--- src/rtl/vend_change_dispenser_if.sv ---
// rtl/vend_change_dispenser_if.sv - refund handshake, hopper and display signals of the change dispenser
//
// Signals:
//   refund_valid, refund_amount[7:0], refund_ready : refund request handshake from the vending controller
//   hopper_ack, empty_10                           : coin hopper status
//   coin_10, coin_5                                : one-coin eject pulses to the hopper
//   done, error, remaining[7:0]                    : completion pulse, sticky fault, amount still owed
//   DIGIT[3:0], DISPLAY[7:0]                       : active-low two-digit seven-segment scan
// Modports: master = controller/hopper/display side, slave = dispenser side.
interface vend_change_dispenser_if;
  logic       refund_valid;
  logic [7:0] refund_amount;
  logic       refund_ready;
  logic       hopper_ack;
  logic       empty_10;
  logic       coin_10;
  logic       coin_5;
  logic       done;
  logic       error;
  logic [7:0] remaining;
  logic [3:0] DIGIT;
  logic [7:0] DISPLAY;

  modport master (
    output refund_valid, refund_amount, hopper_ack, empty_10,
    input  refund_ready, coin_10, coin_5, done, error, remaining, DIGIT, DISPLAY
  );

  modport slave (
    input  refund_valid, refund_amount, hopper_ack, empty_10,
    output refund_ready, coin_10, coin_5, done, error, remaining, DIGIT, DISPLAY
  );
endinterface

--- src/rtl/vend_change_dispenser.sv ---
// rtl/vend_change_dispenser.sv - pays a refund out as 10/5-unit coins and shows the amount still owed
//
// Parameters:
//   PULSE_CYCLES : cycles each coin line is held high (>=1)
//   ACK_TIMEOUT  : WAIT_ACK cycles without hopper_ack before a fault (1..65535)
//   REFRESH_BITS : width of the free-running display scan counter
// Ports:
//   clk   : clock
//   rst_n : asynchronous active-low reset
//   bus   : vend_change_dispenser_if.slave (refund handshake, hopper, status, display)
module vend_change_dispenser #(
  parameter int PULSE_CYCLES = 4,
  parameter int ACK_TIMEOUT  = 255,
  parameter int REFRESH_BITS = 16
) (
  input  logic                   clk,
  input  logic                   rst_n,
  vend_change_dispenser_if.slave bus
);

  typedef enum logic [2:0] {IDLE, SELECT, PULSE, WAIT_ACK, DONE, ERROR} state_t;

  localparam int PW = (PULSE_CYCLES > 1) ? $clog2(PULSE_CYCLES) : 1;

  state_t                  state, state_d;
  logic [PW-1:0]           pulse_cnt, pulse_cnt_d;
  logic [15:0]             ack_cnt, ack_cnt_d;
  logic [REFRESH_BITS-1:0] scan_cnt, scan_cnt_d;
  logic                    coin_is_10, coin_is_10_d;
  logic                    refund_ready_q, refund_ready_d;
  logic                    coin_10_q, coin_10_d;
  logic                    coin_5_q, coin_5_d;
  logic                    done_q, done_d;
  logic                    error_q, error_d;
  logic [7:0]              remaining_q, remaining_d;
  logic [3:0]              digit_q, digit_d;
  logic [7:0]              display_q, display_d;
  logic                    amount_legal;
  logic [3:0]              tens, units;

  assign amount_legal = (bus.refund_amount <= 8'd50) &&
                        ((bus.refund_amount % 8'd5) == 8'd0);

  function automatic logic [7:0] seg7(input logic [3:0] d);
    case (d)
      4'd0:    seg7 = 8'hC0;
      4'd1:    seg7 = 8'hF9;
      4'd2:    seg7 = 8'hA4;
      4'd3:    seg7 = 8'hB0;
      4'd4:    seg7 = 8'h99;
      4'd5:    seg7 = 8'h92;
      4'd6:    seg7 = 8'h82;
      4'd7:    seg7 = 8'hF8;
      4'd8:    seg7 = 8'h80;
      4'd9:    seg7 = 8'h90;
      default: seg7 = 8'hFF;
    endcase
  endfunction

  // Next-state and next-output logic; every output is the register of its _d value.
  always_comb begin
    state_d      = state;
    pulse_cnt_d  = pulse_cnt;
    ack_cnt_d    = '0;
    coin_is_10_d = coin_is_10;
    remaining_d  = remaining_q;
    error_d      = error_q;
    done_d       = 1'b0;
    coin_10_d    = 1'b0;
    coin_5_d     = 1'b0;
    scan_cnt_d   = scan_cnt + REFRESH_BITS'(1);
    case (state)
      IDLE: begin
        if (bus.refund_valid) begin
          if (amount_legal) begin
            remaining_d = bus.refund_amount;
            error_d     = 1'b0;
            state_d     = SELECT;
          end else begin
            remaining_d = 8'd0;
            error_d     = 1'b1;
            state_d     = ERROR;
          end
        end
      end
      SELECT: begin
        if (remaining_q == 8'd0) begin
          done_d  = 1'b1;
          state_d = DONE;
        end else begin
          // A 10 is only chosen when at least 10 is owed, so remaining cannot underflow.
          coin_is_10_d = (remaining_q >= 8'd10) && !bus.empty_10;
          coin_10_d    = coin_is_10_d;
          coin_5_d     = !coin_is_10_d;
          pulse_cnt_d  = '0;
          state_d      = PULSE;
        end
      end
      PULSE: begin
        if (pulse_cnt == PW'(PULSE_CYCLES - 1)) begin
          state_d = WAIT_ACK;
        end else begin
          pulse_cnt_d = pulse_cnt + PW'(1);
          coin_10_d   = coin_is_10;
          coin_5_d    = !coin_is_10;
        end
      end
      WAIT_ACK: begin
        if (bus.hopper_ack) begin
          remaining_d = remaining_q - (coin_is_10 ? 8'd10 : 8'd5);
          state_d     = SELECT;
        end else if (ack_cnt == 16'(ACK_TIMEOUT - 1)) begin
          error_d = 1'b1;
          state_d = ERROR;
        end else begin
          ack_cnt_d = ack_cnt + 16'd1;
        end
      end
      DONE:    state_d = IDLE;
      ERROR:   state_d = IDLE;
      default: state_d = IDLE;
    endcase
    refund_ready_d = (state_d == IDLE);
  end

  // Digits are derived from the next remaining value so the registered display
  // always matches the registered remaining in the same cycle.
  always_comb begin
    if (remaining_d >= 8'd50)      tens = 4'd5;
    else if (remaining_d >= 8'd40) tens = 4'd4;
    else if (remaining_d >= 8'd30) tens = 4'd3;
    else if (remaining_d >= 8'd20) tens = 4'd2;
    else if (remaining_d >= 8'd10) tens = 4'd1;
    else                           tens = 4'd0;
    units = 4'(remaining_d - 8'(tens) * 8'd10);
    if (!scan_cnt_d[REFRESH_BITS-1]) begin
      digit_d   = 4'b1110;
      display_d = seg7(units);
    end else begin
      digit_d   = 4'b1101;
      display_d = (tens == 4'd0) ? 8'hFF : seg7(tens);
    end
  end

  always_ff @(posedge clk or negedge rst_n) begin
    if (!rst_n) begin
      state          <= IDLE;
      pulse_cnt      <= '0;
      ack_cnt        <= '0;
      scan_cnt       <= '0;
      coin_is_10     <= 1'b0;
      refund_ready_q <= 1'b1;
      coin_10_q      <= 1'b0;
      coin_5_q       <= 1'b0;
      done_q         <= 1'b0;
      error_q        <= 1'b0;
      remaining_q    <= 8'd0;
      digit_q        <= 4'b1111;
      display_q      <= 8'hFF;
    end else begin
      state          <= state_d;
      pulse_cnt      <= pulse_cnt_d;
      ack_cnt        <= ack_cnt_d;
      scan_cnt       <= scan_cnt_d;
      coin_is_10     <= coin_is_10_d;
      refund_ready_q <= refund_ready_d;
      coin_10_q      <= coin_10_d;
      coin_5_q       <= coin_5_d;
      done_q         <= done_d;
      error_q        <= error_d;
      remaining_q    <= remaining_d;
      digit_q        <= digit_d;
      display_q      <= display_d;
    end
  end

  assign bus.refund_ready = refund_ready_q;
  assign bus.coin_10      = coin_10_q;
  assign bus.coin_5       = coin_5_q;
  assign bus.done         = done_q;
  assign bus.error        = error_q;
  assign bus.remaining    = remaining_q;
  assign bus.DIGIT        = digit_q;
  assign bus.DISPLAY      = display_q;

endmodule

--- src/flat_wrapper.sv ---
// flat-port wrapper written by rule: the top's interface ports become plain ports
module vend_change_dispenser_flat 
#(
  parameter int PULSE_CYCLES = 4,
  parameter int ACK_TIMEOUT  = 255,
  parameter int REFRESH_BITS = 16
)
  (clk, rst_n, bus_refund_valid, bus_refund_amount, bus_hopper_ack, bus_empty_10, bus_refund_ready, bus_coin_10, bus_coin_5, bus_done, bus_error, bus_remaining, bus_DIGIT, bus_DISPLAY);
  vend_change_dispenser_if bus_i ();
  input  logic clk;
  input  logic rst_n;
  input wire logic [$bits(bus_i.refund_valid)-1:0] bus_refund_valid;
  input wire logic [$bits(bus_i.refund_amount)-1:0] bus_refund_amount;
  input wire logic [$bits(bus_i.hopper_ack)-1:0] bus_hopper_ack;
  input wire logic [$bits(bus_i.empty_10)-1:0] bus_empty_10;
  output wire logic [$bits(bus_i.refund_ready)-1:0] bus_refund_ready;
  output wire logic [$bits(bus_i.coin_10)-1:0] bus_coin_10;
  output wire logic [$bits(bus_i.coin_5)-1:0] bus_coin_5;
  output wire logic [$bits(bus_i.done)-1:0] bus_done;
  output wire logic [$bits(bus_i.error)-1:0] bus_error;
  output wire logic [$bits(bus_i.remaining)-1:0] bus_remaining;
  output wire logic [$bits(bus_i.DIGIT)-1:0] bus_DIGIT;
  output wire logic [$bits(bus_i.DISPLAY)-1:0] bus_DISPLAY;
  assign bus_i.refund_valid = bus_refund_valid;
  assign bus_i.refund_amount = bus_refund_amount;
  assign bus_i.hopper_ack = bus_hopper_ack;
  assign bus_i.empty_10 = bus_empty_10;
  assign bus_refund_ready = bus_i.refund_ready;
  assign bus_coin_10 = bus_i.coin_10;
  assign bus_coin_5 = bus_i.coin_5;
  assign bus_done = bus_i.done;
  assign bus_error = bus_i.error;
  assign bus_remaining = bus_i.remaining;
  assign bus_DIGIT = bus_i.DIGIT;
  assign bus_DISPLAY = bus_i.DISPLAY;
  vend_change_dispenser #(.PULSE_CYCLES(PULSE_CYCLES), .ACK_TIMEOUT(ACK_TIMEOUT), .REFRESH_BITS(REFRESH_BITS)) u_core (.clk(clk), .rst_n(rst_n), .bus(bus_i));
endmodule
--- config.mk ---
export PLATFORM = sky130hd
export DESIGN_NAME = vend_change_dispenser_flat
export DESIGN_NICKNAME = d
export VERILOG_FILES = /design/src/rtl/vend_change_dispenser_if.sv /design/src/rtl/vend_change_dispenser.sv /design/src/flat_wrapper.sv
export SDC_FILE = /design/constraint.sdc
export NUM_CORES = 1
export LEC_CHECK = 0
export CELL_PAD_IN_SITES_DETAIL_PLACEMENT = 1
export CELL_PAD_IN_SITES_GLOBAL_PLACEMENT = 1
export CORE_UTILIZATION = 46
export CTS_BUF_LIST = sky130_fd_sc_hd__clkbuf_4
export CTS_CLUSTER_DIAMETER = 100
export CTS_CLUSTER_SIZE = 14
export DETAILED_ROUTE_END_ITERATION = 6
export PLACE_DENSITY = 0.9
export SLEW_MARGIN = 0
export SYNTH_ARGS = -nofsm -noshare
export SYNTH_HDL_FRONTEND = slang
export SYNTH_SLANG_ARGS = --single-unit
--- constraint.sdc ---
create_clock -name clk -period 4.6 [get_ports clk]
set_input_delay 1.38 -clock clk [delete_from_list [all_inputs] [get_ports clk]]
set_output_delay 1.38 -clock clk [all_outputs]
set_load 0.01 [all_outputs]
Yosys cells after proc, flatten, opt, wreduce, memory -nomap -nowiden

Memories as Yosys holds them, arrays and structs flattened.
Index checks and enable logic that the tools add are counted.

Memories: 2
Bits of input ports: 13
Output and inout port bits: 25
Memory bits (read-only): 224
Register bits after elaboration: 62
Logic and storage cells: 94

Memories:

| memory           | words | width | rd ports | clocked after memory_dff | write ports | line                        | RTL |
|---|---|---|---|---|---|---|---|
| (name not given) | 16    | 7     | 1        | 0                        | 0           | vend_change_dispenser.sv:45 | `case (d)` |
| (name not given) | 16    | 7     | 1        | 0                        | 0           | vend_change_dispenser.sv:45 |  |

$lt $le $gt $ge: 7
Divide/modulo/power cells: 1
Equality and inequality tests: 10
Bitwise operators: 1
Reductions and logical operators: 15
Mux-type cells: 39
Multipliers: 1
$add $sub $neg: 5

Operators with widths:

| cell                  | count |
|---|---|
| $mux 16               | 3 |
| $mux 8                | 5 |
| $add 16x1->16 const B | 2 |
| $mux 4                | 5 |
| $mux 3                | 6 |
| $eq 16x8->1 const B   | 1 |
| $ge 8x4->1 const B    | 2 |
| $ge 8x5->1 const B    | 2 |
| $ge 8x6->1 const B    | 2 |
| $logic_not 8->1       | 2 |
| $pmux 8 s2            | 1 |
| $pmux 3 s4            | 1 |
| $mux 1                | 11 |
| $le 8x6->1 const B    | 1 |
| $mod 8x3->8 const B   | 1 |
| $ne 2x2->1 const B    | 4 |
| $sub 8x8->8           | 1 |
| $eq 3x2->1 const B    | 2 |
| $logic_not 3->1       | 2 |
| $mux 2                | 3 |
| $pmux 1 s2            | 3 |
| $logic_not 4->1       | 1 |
| $mul 4x3->3 const B   | 1 |
| $pmux 2 s2            | 1 |
| 12 further kinds      | 16 |

Depth between registers and ports, before layout

Gate-level depths: netlist (run 1).
An unclocked memory read counts as a cell.

Depth in word-level cells: 16
Depth in mapped cells: 26
Depth with buffers taken out: 24

Least setup slack after synthesis (run 1)

No wires, ideal clock.

Kind: input -> register
Start point: in bus_refund_amount[7]
End point: reg u_core.display_q[6] (netlist: u_core.bus.DISPLAY[6])
Buffers on the path: 1
Arrival: 6.271 ns
Path slack: -1.753 ns
Data required time: 4.518 ns
Setup time: 0.082 ns
Cell stages on the path: 25
Cell sequence: and4bb_1 -> or4_1 -> nor3_2 -> a211oi_1 -> ha_1 -> a2111o_2 -> a21boi_4 -> mux2i_1 -> or4_1 -> and2_4 -> inv_1 -> maj3_1 -> o21ai_0 -> nor2_1 -> a21oi_1 -> nor2b_1 -> inv_1 -> ha_1 -> inv_1 -> fa_1 -> xnor2_1 -> xnor2_1 -> buf_6 -> o22a_1 -> mux2_2

Longest elaborated chain between the ends: 16
Elaborated cells on any way between the ends: 24
Classes of those cells: add/sub: 1; mul: 1; div: 1; order compare: 6; mux: 10; reduce/logical: 3; memory: 2

Ends and longest elaborated chain:

| item                      | line                         | RTL |
|---|---|---|
| start, declared           | flat_wrapper.sv:13           | `input wire logic [$bits(bus_i.refund_amount)-1:0] bus_refund_amount;` |
| $mod 8x3->8               | vend_change_dispenser.sv:42  | `((bus.refund_amount % 8'd5) == 8'd0);` |
| $logic_not 8->1           | vend_change_dispenser.sv:42  |  |
| $logic_and 1x1->1 (*)     | vend_change_dispenser.sv:41  | `assign amount_legal = (bus.refund_amount <= 8'd50) &&` |
| $mux 8 (*)                | vend_change_dispenser.sv:75  | `if (amount_legal) begin` |
| $mux 8 (*)                | vend_change_dispenser.sv:74  | `if (bus.refund_valid) begin` |
| $pmux 8 s2 (*)            | vend_change_dispenser.sv:72  | `case (state)` |
| net u_core.remaining_d[1] | vend_change_dispenser.sv:35  | `logic [7:0] remaining_q, remaining_d;` |
| $ge 8x4->1                | vend_change_dispenser.sv:133 | `else if (remaining_d >= 8'd10) tens = 4'd1;` |
| (+2 left out)             | --                           |  |
| $mux 4                    | vend_change_dispenser.sv:131 | `else if (remaining_d >= 8'd30) tens = 4'd3;` |
| $mux 4                    | vend_change_dispenser.sv:130 | `else if (remaining_d >= 8'd40) tens = 4'd4;` |
| $mux 4                    | vend_change_dispenser.sv:129 | `if (remaining_d >= 8'd50) tens = 4'd5;` |
| $mul 4x3->3               | vend_change_dispenser.sv:135 | `units = 4'(remaining_d - 8'(tens) * 8'd10);` |
| $sub 4x4->4               | vend_change_dispenser.sv:135 |  |
| $mem_v2 16x7              | --                           |  |
| $mux 8 (*)                | vend_change_dispenser.sv:136 | `if (!scan_cnt_d[REFRESH_BITS-1]) begin` |
| net u_core.display_d[6]   | vend_change_dispenser.sv:37  | `logic [7:0] display_q, display_d;` |
| end signal, assigned      | vend_change_dispenser.sv:173 | `display_q <= display_d;` |
| end, declared             | vend_change_dispenser.sv:37  |  |

The timed path passes the listed nets; every way through them passes the cells marked *.
A chain may end at the register's enable or synchronous reset.

Worst setup path in the final report (run 1)

Start point: in bus_refund_amount[3]
End point: reg u_core.display_q[4] (netlist: u_core.bus.DISPLAY[4])

Longest elaborated chain between the ends: 16
Elaborated cells on any way between the ends: 24
Classes of those cells: add/sub: 1; mul: 1; div: 1; order compare: 6; mux: 10; reduce/logical: 3; memory: 2

Ends and longest elaborated chain:

| item                    | line                         | RTL |
|---|---|---|
| $mod 8x3->8             | vend_change_dispenser.sv:42  |  |
| $logic_not 8->1         | vend_change_dispenser.sv:42  |  |
| $logic_and 1x1->1       | vend_change_dispenser.sv:41  |  |
| $mux 8 (*)              | vend_change_dispenser.sv:75  |  |
| $mux 8 (*)              | vend_change_dispenser.sv:74  |  |
| $pmux 8 s2 (*)          | vend_change_dispenser.sv:72  |  |
| $ge 8x4->1              | vend_change_dispenser.sv:133 |  |
| $mux 1                  | vend_change_dispenser.sv:133 |  |
| $mux 4                  | vend_change_dispenser.sv:132 | `else if (remaining_d >= 8'd20) tens = 4'd2;` |
| $mux 4                  | vend_change_dispenser.sv:131 |  |
| $mux 4                  | vend_change_dispenser.sv:130 |  |
| $mux 4                  | vend_change_dispenser.sv:129 |  |
| $mul 4x3->3             | vend_change_dispenser.sv:135 |  |
| $sub 4x4->4             | vend_change_dispenser.sv:135 |  |
| $mem_v2 16x7            | --                           |  |
| $mux 8 (*)              | vend_change_dispenser.sv:136 |  |
| net u_core.display_d[4] | vend_change_dispenser.sv:37  |  |

Marks and branches as above.

==> results.yml, run 1 <==
finish:
  layout_commonest_cell: "buf_4"
  diodes: 0
  layout_common_cells: "buf_4 (95), dfrtp_1 (50), nand2_1 (43)"
  final_nets: 605
  postLayoutCellArea_um2: 5544
  fill_cells: 996
  final_core_util_pct: 63.88
  drive_gt1_share_pct: 30.61
  areaGrowthSynthToFinish_pct: 35.59
detailed_routing:
  ant_nets: 0
  avgRoutedWirePerCell_um: 24.16
  drt_iter0_drc: 226
  route.detailed.drc: 0
  routed_via_density: 6.195
  drt-total-wl_um: 16500
  vias: 4231
  drt-pass1-iter-count: 5
logic_synthesis:
  synth_cells: 443
  ys_seq_area_share_pct: 37.03
  synth_seq_cells: 60
  ys.flop_type: "dfrtp_1"
  synth_cell_type_count: 77
  netlist_area_um2: 4089
  yosys-top-cells-area: "dfrtp_1 (31%), dfstp_2 (6.4%), ha_1 (6.1%)"
  syn-mean-instance-area_um2: 9.230
  postSynth.asyncResetShare_pct: 100.0
  yosysWarnings: 0
  synth-edff-count: 0
  synth_top_area_share_pct: 30.60
  yosysTopAreaCell: "dfrtp_1"
setup_path:
  cp-endpoint: "u_core.bus.DISPLAY[4]"
  rr_worst_depth: 23
  worstPathArrival_ps: 6730
  timing.rr.end: "u_core.bus.DISPLAY[4]"
  r2r_slack_ps: -200
  end_kind: "flip-flop"
  path_max_fanout: 7
  critPathRequiredTime_ps: 4950
  worstSetupStartpoint: "bus_refund_amount[3]"
  worstSetupPathType: "in2reg"
  worst_setup_path_start_kind: "primary input"
  r2r-start: "u_core.bus.remaining[0]"
run:
  maxCapViolCount: 0
placed_design:
  io_buffers: 34
  place_hpwl_um: 10140
  placed_cell_area_um2: 5155
  routabilityCongestion: 0.8943
clock_tree:
  cts_hold_buf: 0
  cts_tree: "built"
  cts.path.max_buffers: 2
  cts_buffers: 9
  clk_pin_slew_ps: 140
  clockRootBuffer: "clkbuf_4"
  cts_max_level: 3
  clock_sink_count: 60
  clk_latency_ps: 440
power:
  p_switching_uw: 1757
  pwr-share-clk_pct: 9.9
  fin_total_pwr_uw: 3936
  p_leak_uw: 0.002521
  vdd_drop_max_mv: 0.7501
  seqPwrFrac_pct: 19.1
  intPower_uw: 2180
  power_switching_share_pct: 44.62
  p_per_area_nw_per_um2: 710.0
  p_comb_share_pct: 71.0
sta:
  setup-tns-final_ps: -12100
  tightestPinTransition_ps: 808.0
  fmax_mhz: 156.8
  fin_worst_hold_slack_ps: 490.1
  relSlewSlack_pct: 46.13
  period_needed_ps: 6376
  hold_viol: 0
  rsz0062_at_grt: "yes"
  fin_skew_ps: 38.26
  setup_viol: 7
  layout_setup_ws_ps: -1776
  slew_viol_final: 0
  min_period_over_period_pct: 138.6
grt:
  grt_max_degree: 38
  grt_antenna_before_repair: 0
  grt_pass1_wl_um: 21620
  grt_pass1_vias: 4295
  overflow: 0
  track_usage_pct: 31.30
floorplan:
  ios: 38
  start_util_pct: 47.12
  fp-row-count: 34
  coreArea_um2: 8678
  die_area_um2: 9270
  die_x_um: 96.28
  die_y_um: 96.28
status:
  violations: "setup timing"
  status: "finished, violations left"
min_path:
  hold_depth: 1
  hold_path.class: "reg2reg"
## cell families (layout without fill, tap and decap cells)
| logic type | count (synthesis) | count (layout) | share of synthesized area [%] |
|---|---|---|---|
| other | 1 | 3 | 0.09171 |
| adders and majority gates | 23 | 23 | 7.344 |
| DFF | 60 | 60 | 37.03 |
| muxes | 9 | 9 | 2.295 |
| xor gates and xnor gates | 37 | 37 | 8.262 |
| and+or+nand+nor | 181 | 181 | 23.35 |
| buffers and inverters | 38 | 168 | 4.437 |
| AOI/OAI and AO/OA | 94 | 94 | 17.20 |
## metal layers
layer	track usage, %	wire length, µm	vias to the layer above
met3	4.976	907	100
met4	15.67	1245	0
met1	36.24	6079	2071
li1	-	-	1846
met5	0	0	-
met2	55.56	8264	214
## state kept, by name, summed over array words and instances (netlist names)
register / cells
u_core.coin_is_10: 1
u_core.bus.DISPLAY: 7
u_core.bus.coin_10: 1
u_core.pulse_cnt: 2
u_core.bus.refund_ready: 1
u_core.bus.done: 1
u_core.state: 3
u_core.bus.coin_5: 1
u_core.scan_cnt: 16
u_core.ack_cnt: 16
u_core.bus.remaining: 8
u_core.bus.error: 1
u_core.bus.DIGIT: 2
## through the flow
stage / std cells / setup WS, ps
after floorplan: 445 / -1460
after global placement: 654 / -2027
after detailed placement: 654 / -2323
after CTS: 677 / -1474
after global routing: 683 / -1864
final: 683 / -1776
## cell usage after synthesis, drive strengths merged (5+ instances only)
cell type / count
o22ai: 5
buf: 13
a31oi: 6
mux2i: 6
a21o: 8
nand2: 43
a21oi: 12
nand4: 6
nor3b: 6
xnor2: 21
nand3: 20
nor2b: 8
nor2: 40
nor4: 7
o21ai: 20
nor3: 6
dfstp: 10
ha: 20
a211oi: 8
and3: 8
or2: 5
xor2: 15
inv: 21
nand2b: 7
dfrtp: 50
## power groups by stage
| stage | registers [µW] | clock network, µW | logic (µW) |
|---|---|---|---|
| 2_1_floorplan | 748 | 0 | 1250 |
| 3_3_place_gp | 739 | 0 | 1870 |
| 3_5_place_dp | 746 | 0 | 2070 |
| 4_1_cts | 738 | 375 | 2260 |
| 5_1_grt | 760 | 420 | 2910 |
| 6_report | 754 | 388 | 2790 |
## worst min path at each step
stage	start	endpoint	slack, ps
after floorplan	u_core.scan_cnt[5]	u_core.scan_cnt[5]	440
after global placement	u_core.scan_cnt[5]	u_core.scan_cnt[5]	450
after detailed placement	u_core.scan_cnt[4]	u_core.scan_cnt[4]	460
after CTS	u_core.scan_cnt[4]	u_core.scan_cnt[4]	480
after global routing	u_core.scan_cnt[4]	u_core.scan_cnt[4]	490
final	u_core.scan_cnt[13]	u_core.scan_cnt[13]	490
## timing repair
| action | CTS | global route |
|---|---|---|
| gates resized for setup | 35 | 28 |
| cloned | 0 | 0 |
| pin swaps | 19 | 19 |
| setup endpoints to repair | 8 | 7 |
| setup buffers | 7 | 6 |
## layout make-up
| cell class | count | area [µm²] | share of cell area [%] |
|---|---|---|---|
| multi-input cells | 347 | 2604 | 46.96 |
| flip-flops and latches | 60 | 1514 | 27.31 |
| clock buffers | 9 | 67.56 | 1.219 |
| clock inverters | 7 | 67.56 | 1.219 |
| well taps | 108 | 135.1 | 2.437 |
| inverters | 21 | 81.33 | 1.467 |
| repair buffers | 131 | 1075 | 19.39 |
## critical path, stage by stage
cell and delay (ps):
clkdlybuf4s50_1 440, buf_4 180, buf_4 150, and3b_1 180
o21ai_0 500, a41oi_1 330, a21o_1 260, a31oi_1 290
o211ai_1 340, a31oi_2 350, maj3_2 260, o21ai_2 60
nor2_2 150, a21oi_2 50, nor2b_4 140, inv_2 70
ha_4 120, inv_2 30, fa_2 390, xnor2_4 270
xnor2_4 150, buf_6 160, and3_4 160, a211oi_2 300
(Power assumes the default switching activity.)
==> run 2, diff against run 1 <==
--- a/config.mk
+++ b/config.mk
@@ -12,6 +12,7 @@
 export CTS_CLUSTER_DIAMETER = 100
 export CTS_CLUSTER_SIZE = 14
 export DETAILED_ROUTE_END_ITERATION = 6
+export MAX_ROUTING_LAYER = met4
 export PLACE_DENSITY = 0.9
 export SLEW_MARGIN = 0
 export SYNTH_ARGS = -nofsm -noshare
==> run 2 against run 1 <==
The run still ends with setup timing left. Clock power up 44%. Final cell count up 0.88%. Die area unchanged. Global-route usage up 5.8 points. Maximum frequency down 2.1%. Final area up 2.6%. Critical path depth up 2. Clock skew down 20 ps. First-iteration DRC count up 70%. Sequential power up 2%.
==> results.yml, run 2 (synthesized netlist as in run 1, its figures left out) <==
clock_tree:
  cts_tree: "built"
  cts_buffers: 9
  cts_hold_buf: 0
  cts_max_level: 3
  cts.path.max_buffers: 2
  clk_latency_ps: 440
  clock_sink_count: 60
  clk_pin_slew_ps: 120
  clockRootBuffer: "clkbuf_4"
finish:
  areaGrowthSynthToFinish_pct: 39.05
  layout_commonest_cell: "buf_4"
  multiInputGateArea_um2: 2625
  stdcell_count: 689
  drive_gt1_share_pct: 31.15
  layout_common_cells: "buf_4 (100), dfrtp_1 (50), nand2_1 (43)"
  final_nets: 611
  regArea_um2: 1514
  fill_cells: 956
  diodes: 0
  postLayoutCellArea_um2: 5685
grt:
  grt_antenna_before_repair: 0
  track_usage_pct: 37.10
  overflow: 0
  grt_pass1_vias: 4651
  grt_max_degree: 32
  grt_pass1_wl_um: 24550
setup_path:
  worstSetupPathType: "in2reg"
  r2r_slack_ps: -740
  critPathRequiredTime_ps: 4940
  timing.rr.end: "u_core.bus.DISPLAY[4]"
  end_kind: "flip-flop"
  r2r-start: "u_core.bus.remaining[0]"
  worst_setup_path_start_kind: "primary input"
  rr_worst_depth: 20
  path_max_fanout: 4
  worstPathArrival_ps: 6850
sta:
  layout_setup_ws_ps: -1910
  hold_viol: 0
  rsz0062_at_grt: "yes"
  tightestPinTransition_ps: 829.3
  relSlewSlack_pct: 43.29
  setup_viol: 7
  period_needed_ps: 6510
  fmax_mhz: 153.6
  slew_viol_final: 0
  fin_skew_ps: 18.19
  min_period_over_period_pct: 141.5
placed_design:
  io_buffers: 34
  routabilityCongestion: 0.8965
  place_hpwl_um: 10300
  dp.cells: 654
  placed_cell_area_um2: 5155
run:
  maxCapViolCount: 0
detailed_routing:
  drt-total-wl_um: 18830
  vias: 4511
  routed_via_density: 6.547
  drt_iter0_drc: 384
  ant_nets: 0
  drt-pass1-iter-count: 5
  avgRoutedWirePerCell_um: 27.32
  route.detailed.drc: 0
floorplan:
  die_area_um2: 9270
  coreArea_um2: 8678
  die_y_um: 96.28
  die_x_um: 96.28
  ios: 38
  fp-row-count: 34
  start_util_pct: 47.12
min_path:
  holdCritStartpoint: "u_core.scan_cnt[9]"
  hold_end: "u_core.scan_cnt[9]"
  hold_depth: 1
  hold_path.class: "reg2reg"
power:
  p_per_area_nw_per_um2: 769.7
  p_leak_uw: 0.002610
  vdd_drop_max_mv: 0.7142
status:
  status: "finished, violations left"
  violations: "setup timing"
## run 2: cell count changes in the layout (fill, tap and decap cells not counted), sizes merged
cell,delta
buf,+6
clkinvlp,-4
bufinv,+3
clkbuf,+1
## run 2: metrics by stage
step | worst slack (ps) | hold slack (ps) | TNS, ps | power [µW] | utilization (%)
2_1_floorplan | -1460 | 437.5 | -9767 | 1998 | -
3_3_place_gp | -2034 | 451.4 | -15400 | 2614 | 59.40
3_5_place_dp | -2498 | 474.8 | -19480 | 2818 | 59.40
4_1_cts | -1521 | 488.9 | -10240 | 3758 | 64.03
5_1_grt | -1807 | 519.1 | -12200 | 4475 | 65.51
6_report | -1910 | 490.7 | -12220 | 4376 | 65.51
## run 2: layout make-up
cell class | instances | share of cell area (%)
Inverter | 21 | 1.430
Multi-Input combinational cell | 347 | 46.17
Tap cell | 108 | 2.377
Clock inverter | 6 | 2.245
Clock buffer | 10 | 1.320
Timing Repair Buffer | 137 | 19.83
Sequential cell | 60 | 26.63
## run 2: power breakdown
| group | switching [µW] | leakage, µW | internal [µW] |
|---|---|---|---|
| registers | 107 | 0.000776 | 659 |
| logic | 1650 | 0.00173 | 1410 |
| clock network | 224 | 0.000106 | 333 |
| total | 1980 | 0.00261 | 2400 |
## run 2: worst max-delay path by stage
| stage | from | to | cells past startpoint |
|---|---|---|---|
| global route | bus_refund_amount[4] | u_core.bus.DISPLAY[4] | 27 |
| floorplan | bus_refund_amount[6] | u_core.bus.DISPLAY[6] | 25 |
| CTS | bus_refund_amount[4] | u_core.bus.DISPLAY[0] | 27 |
| finish | bus_refund_amount[4] | u_core.bus.DISPLAY[4] | 26 |
| global placement | bus_refund_amount[4] | u_core.bus.DISPLAY[0] | 26 |
| detailed placement | bus_refund_amount[6] | u_core.bus.DISPLAY[5] | 25 |
## run 2: routing by layer
| layer | share of wire [%] | track usage [%] | vias to the layer above |
|---|---|---|---|
| li1 | - | - | 1864 |
| met1 | 36 | 40.04 | 2256 |
| met2 | 50 | 64.60 | 257 |
| met3 | 6.6 | 8.057 | 134 |
| met4 | 7.5 | 17.54 | 0 |
| met5 | 0 | - | - |
## run 2: critical path: stages
cell       delay (ps)
buf_8             100
buf_6             100
buf_4             130
nor4bb_2          320
or4_4             210
nor3_4             40
buf_4             140
buf_4             130
buf_4             120
a2111o_2          490
a21boi_4          250
mux2_2            430
a31oi_2           380
buf_4             200
nor4_1             60
a21oi_1           260
a21oi_1           130
nor2b_4           150
inv_2              80
ha_4              130
inv_2              40
fa_2              390
xnor2_4           240
xnor2_4           140
a2111oi_0         680
a211oi_2          120
## run 2: repair_timing
action,CTS,global route
setup endpoints to repair,9,9
resized for setup,45,22
pin swaps,22,22
buffers inserted,13,6
gates cloned,0,0
==> run 3, diff against run 2 <==
--- a/config.mk
+++ b/config.mk
@@ -5,15 +5,16 @@
 export SDC_FILE = /design/constraint.sdc
 export NUM_CORES = 1
 export LEC_CHECK = 0
+export ABC_AREA = 1
 export CELL_PAD_IN_SITES_DETAIL_PLACEMENT = 1
 export CELL_PAD_IN_SITES_GLOBAL_PLACEMENT = 1
-export CORE_UTILIZATION = 46
+export CORE_UTILIZATION = 42
 export CTS_BUF_LIST = sky130_fd_sc_hd__clkbuf_4
 export CTS_CLUSTER_DIAMETER = 100
 export CTS_CLUSTER_SIZE = 14
 export DETAILED_ROUTE_END_ITERATION = 6
 export MAX_ROUTING_LAYER = met4
-export PLACE_DENSITY = 0.9
+export PLACE_DENSITY = 0.87
 export SLEW_MARGIN = 0
 export SYNTH_ARGS = -nofsm -noshare
 export SYNTH_HDL_FRONTEND = slang
==> constraint.sdc (replaced) <==
create_clock -name clk -period 6.5 [get_ports clk]
set_input_delay 1.95 -clock clk [delete_from_list [all_inputs] [get_ports clk]]
set_output_delay 1.95 -clock clk [all_outputs]
set_load 0.01 [all_outputs]
==> run 3 against run 2 <==
The flow now finishes without violations. Non-clock buffer count decreased by 64. Largest cell class unchanged. Worst hold slack got worse by 30 ps. Critical path type unchanged. Sequential share of layout area increased by 3.2 points. Final area decreased by 11%. Synthesized area decreased by 0.21%. Register-to-register slack improved by 2600 ps. Synthesized cell count increased by 18%. Critical path depth increased by 18.
==> results.yml, run 3 <==
status:
  status: "complete, no violations"
clock_tree:
  cts.path.max_buffers: 2
  cts_buffers: 9
  clock_sink_count: 60
  clockRootBuffer: "clkbuf_4"
  cts_tree: "built"
  cts_hold_buf: 0
  clk_pin_slew_ps: 100
  clk_latency_ps: 420
  cts_max_level: 3
logic_synthesis:
  syn-mean-instance-area_um2: 7.787
  postSynth.asyncResetShare_pct: 100.0
  synth-edff-count: 0
  ys.flop_type: "dfrtp_1"
  yosysWarnings: 0
  ys_seq_area_share_pct: 37.11
  netlist_area_um2: 4080
  synth_cell_type_count: 48
  synth_most_common_cell: "nand2_1"
  synth_seq_cells: 60
  synth_cells: 524
  yosysTopAreaCell: "dfrtp_1"
  synth_top_area_share_pct: 30.67
  synthTopCellsByCount: "nand2_1 (94), inv_1 (81), dfrtp_1 (50), nand3_1 (47), nor2_1 (45)"
  yosys-top-cells-area: "dfrtp_1 (31%), nand2_1 (8.6%), inv_1 (7.5%)"
detailed_routing:
  vias: 3809
  drt_iter0_drc: 203
  avgRoutedWirePerCell_um: 15.51
  routed_via_density: 5.168
  route.detailed.drc: 0
  ant_nets: 0
  drt-total-wl_um: 11430
  drt-pass1-iter-count: 4
placed_design:
  placed_cell_area_um2: 4821
  routabilityCongestion: 0.8514
  place_hpwl_um: 8450
  io_buffers: 34
floorplan:
  fp-row-count: 35
  ios: 38
  die_area_um2: 10110
  start_util_pct: 43.74
  die_x_um: 100.6
  coreArea_um2: 9328
  die_y_um: 100.6
sta:
  slew_viol_final: 0
  setup-tns-final_ps: 0
  fin_skew_ps: 15.35
  setup_viol: 0
  hold_viol: 0
  min_period_over_period_pct: 96.07
  relSlewSlack_pct: 48.63
  tightestPinTransition_ps: 770.6
  period_needed_ps: 6244
  fmax_mhz: 160.1
setup_path:
  worstPathArrival_ps: 6600
  path_max_fanout: 7
  worst_setup_path_start_kind: "primary input"
  worstSetupPathType: "in2reg"
  end_kind: "flip-flop"
  cpPeakStageDelay_ps: 620
  crit_top_cell: "nand2_2"
  slowest_stage: "fa_2"
  critPathRequiredTime_ps: 6860
grt:
  grt_pass1_vias: 3975
  grt_max_degree: 61
  grt_antenna_before_repair: 0
  overflow: 0
  track_usage_pct: 24.65
  grt_pass1_wl_um: 18830
finish:
  diodes: 0
  layout_common_cells: "nand2_1 (88), inv_1 (73), dfrtp_1 (50)"
  postLayoutCellArea_um2: 5084
  areaGrowthSynthToFinish_pct: 24.59
  drive_gt1_share_pct: 24.51
  fill_cells: 1176
  layout_commonest_cell: "nand2_1"
  final_nets: 638
run:
  maxCapViolCount: 0
min_path:
  hold_path.class: "reg2reg"
==> run 3: cell families (layout without fill, tap and decap cells) <==
family	Yosys count	after routing	synth area share [%]
buf+inv	97	179	9.292
fa+ha+maj	22	22	7.114
flops	60	60	37.11
compound gates	63	63	9.905
xor+xnor	19	19	4.263
other cells	1	3	0.09191
simple gates	262	262	32.23
==> run 3: metal layers <==
metal | part of all wire, % | routed length [µm] | global-route usage, % | vias up
met2 | 52 | 5943 | 43.05 | 82
met4 | 1.8 | 204 | 7.915 | 0
li1 | - | - | - | 1852
met1 | 43 | 4953 | 28.10 | 1855
met5 | 0 | 0 | - | -
met3 | 2.9 | 330 | 5.409 | 20
==> run 3: area by class of cell <==
cell class                 count  area [µm²]  share of cell area, %
multi-input combinational    369        2296                  45.16
inverter                      90       337.8                  6.645
timing repair buffer          73       615.6                  12.11
clock inverter                 5       76.32                  1.501
clock buffer                  11       82.58                  1.624
tap                          129       161.4                  3.175
sequential                    60        1514                  29.78
==> run 3: final timing paths <==
path | startpoint | to | slack [ps] | depth (start not counted)
worst min register to register | u_core.scan_cnt[0] | u_core.scan_cnt[0] | 460 | 1
worst min-delay path | u_core.scan_cnt[0] | u_core.scan_cnt[0] | 460 | 1
worst max-delay path | bus_refund_amount[5] | u_core.bus.DISPLAY[3] | 260 | 44
worst max register to register | u_core.coin_is_10 | u_core.bus.DISPLAY[5] | 1860 | 28
max in group asynchronous | rst_n | u_core.scan_cnt[14] | 4300 | 2
min in group asynchronous | rst_n | u_core.ack_cnt[6] | 1660 | 2
==> run 3: stage by stage <==
step	std cells	setup WS, ps	utilization (%)	hold WS [ps]
finish	737	255.7	54.50	460.2
detailed placement	719	-571.1	51.68	450.7
floorplan	526	450.2	-	422.4
global placement	719	-229.0	51.68	435.4
global route	737	-59.79	54.50	497.2
CTS	736	11.84	53.68	468.4
==> run 3: timing repair <==
action                                  in CTS  in global routing
cloned                                       0                  0
pin swaps                                    2                 10
setup buffers                                1                  1
endpoints found under the setup margin       7                  7
gates resized for setup                      9                 34
==> run 3: worst max-delay path: cells and delay by family <==
kind            cells  cell delay, ps
simple gates       32            2840
fa+ha+maj           3             930
compound gates      2             330
buf+inv             7             530
Power of run 3 is left out: the tool's default activity adds up to more than one toggle a clock period on the data nets, which glitch-free logic cannot reach.
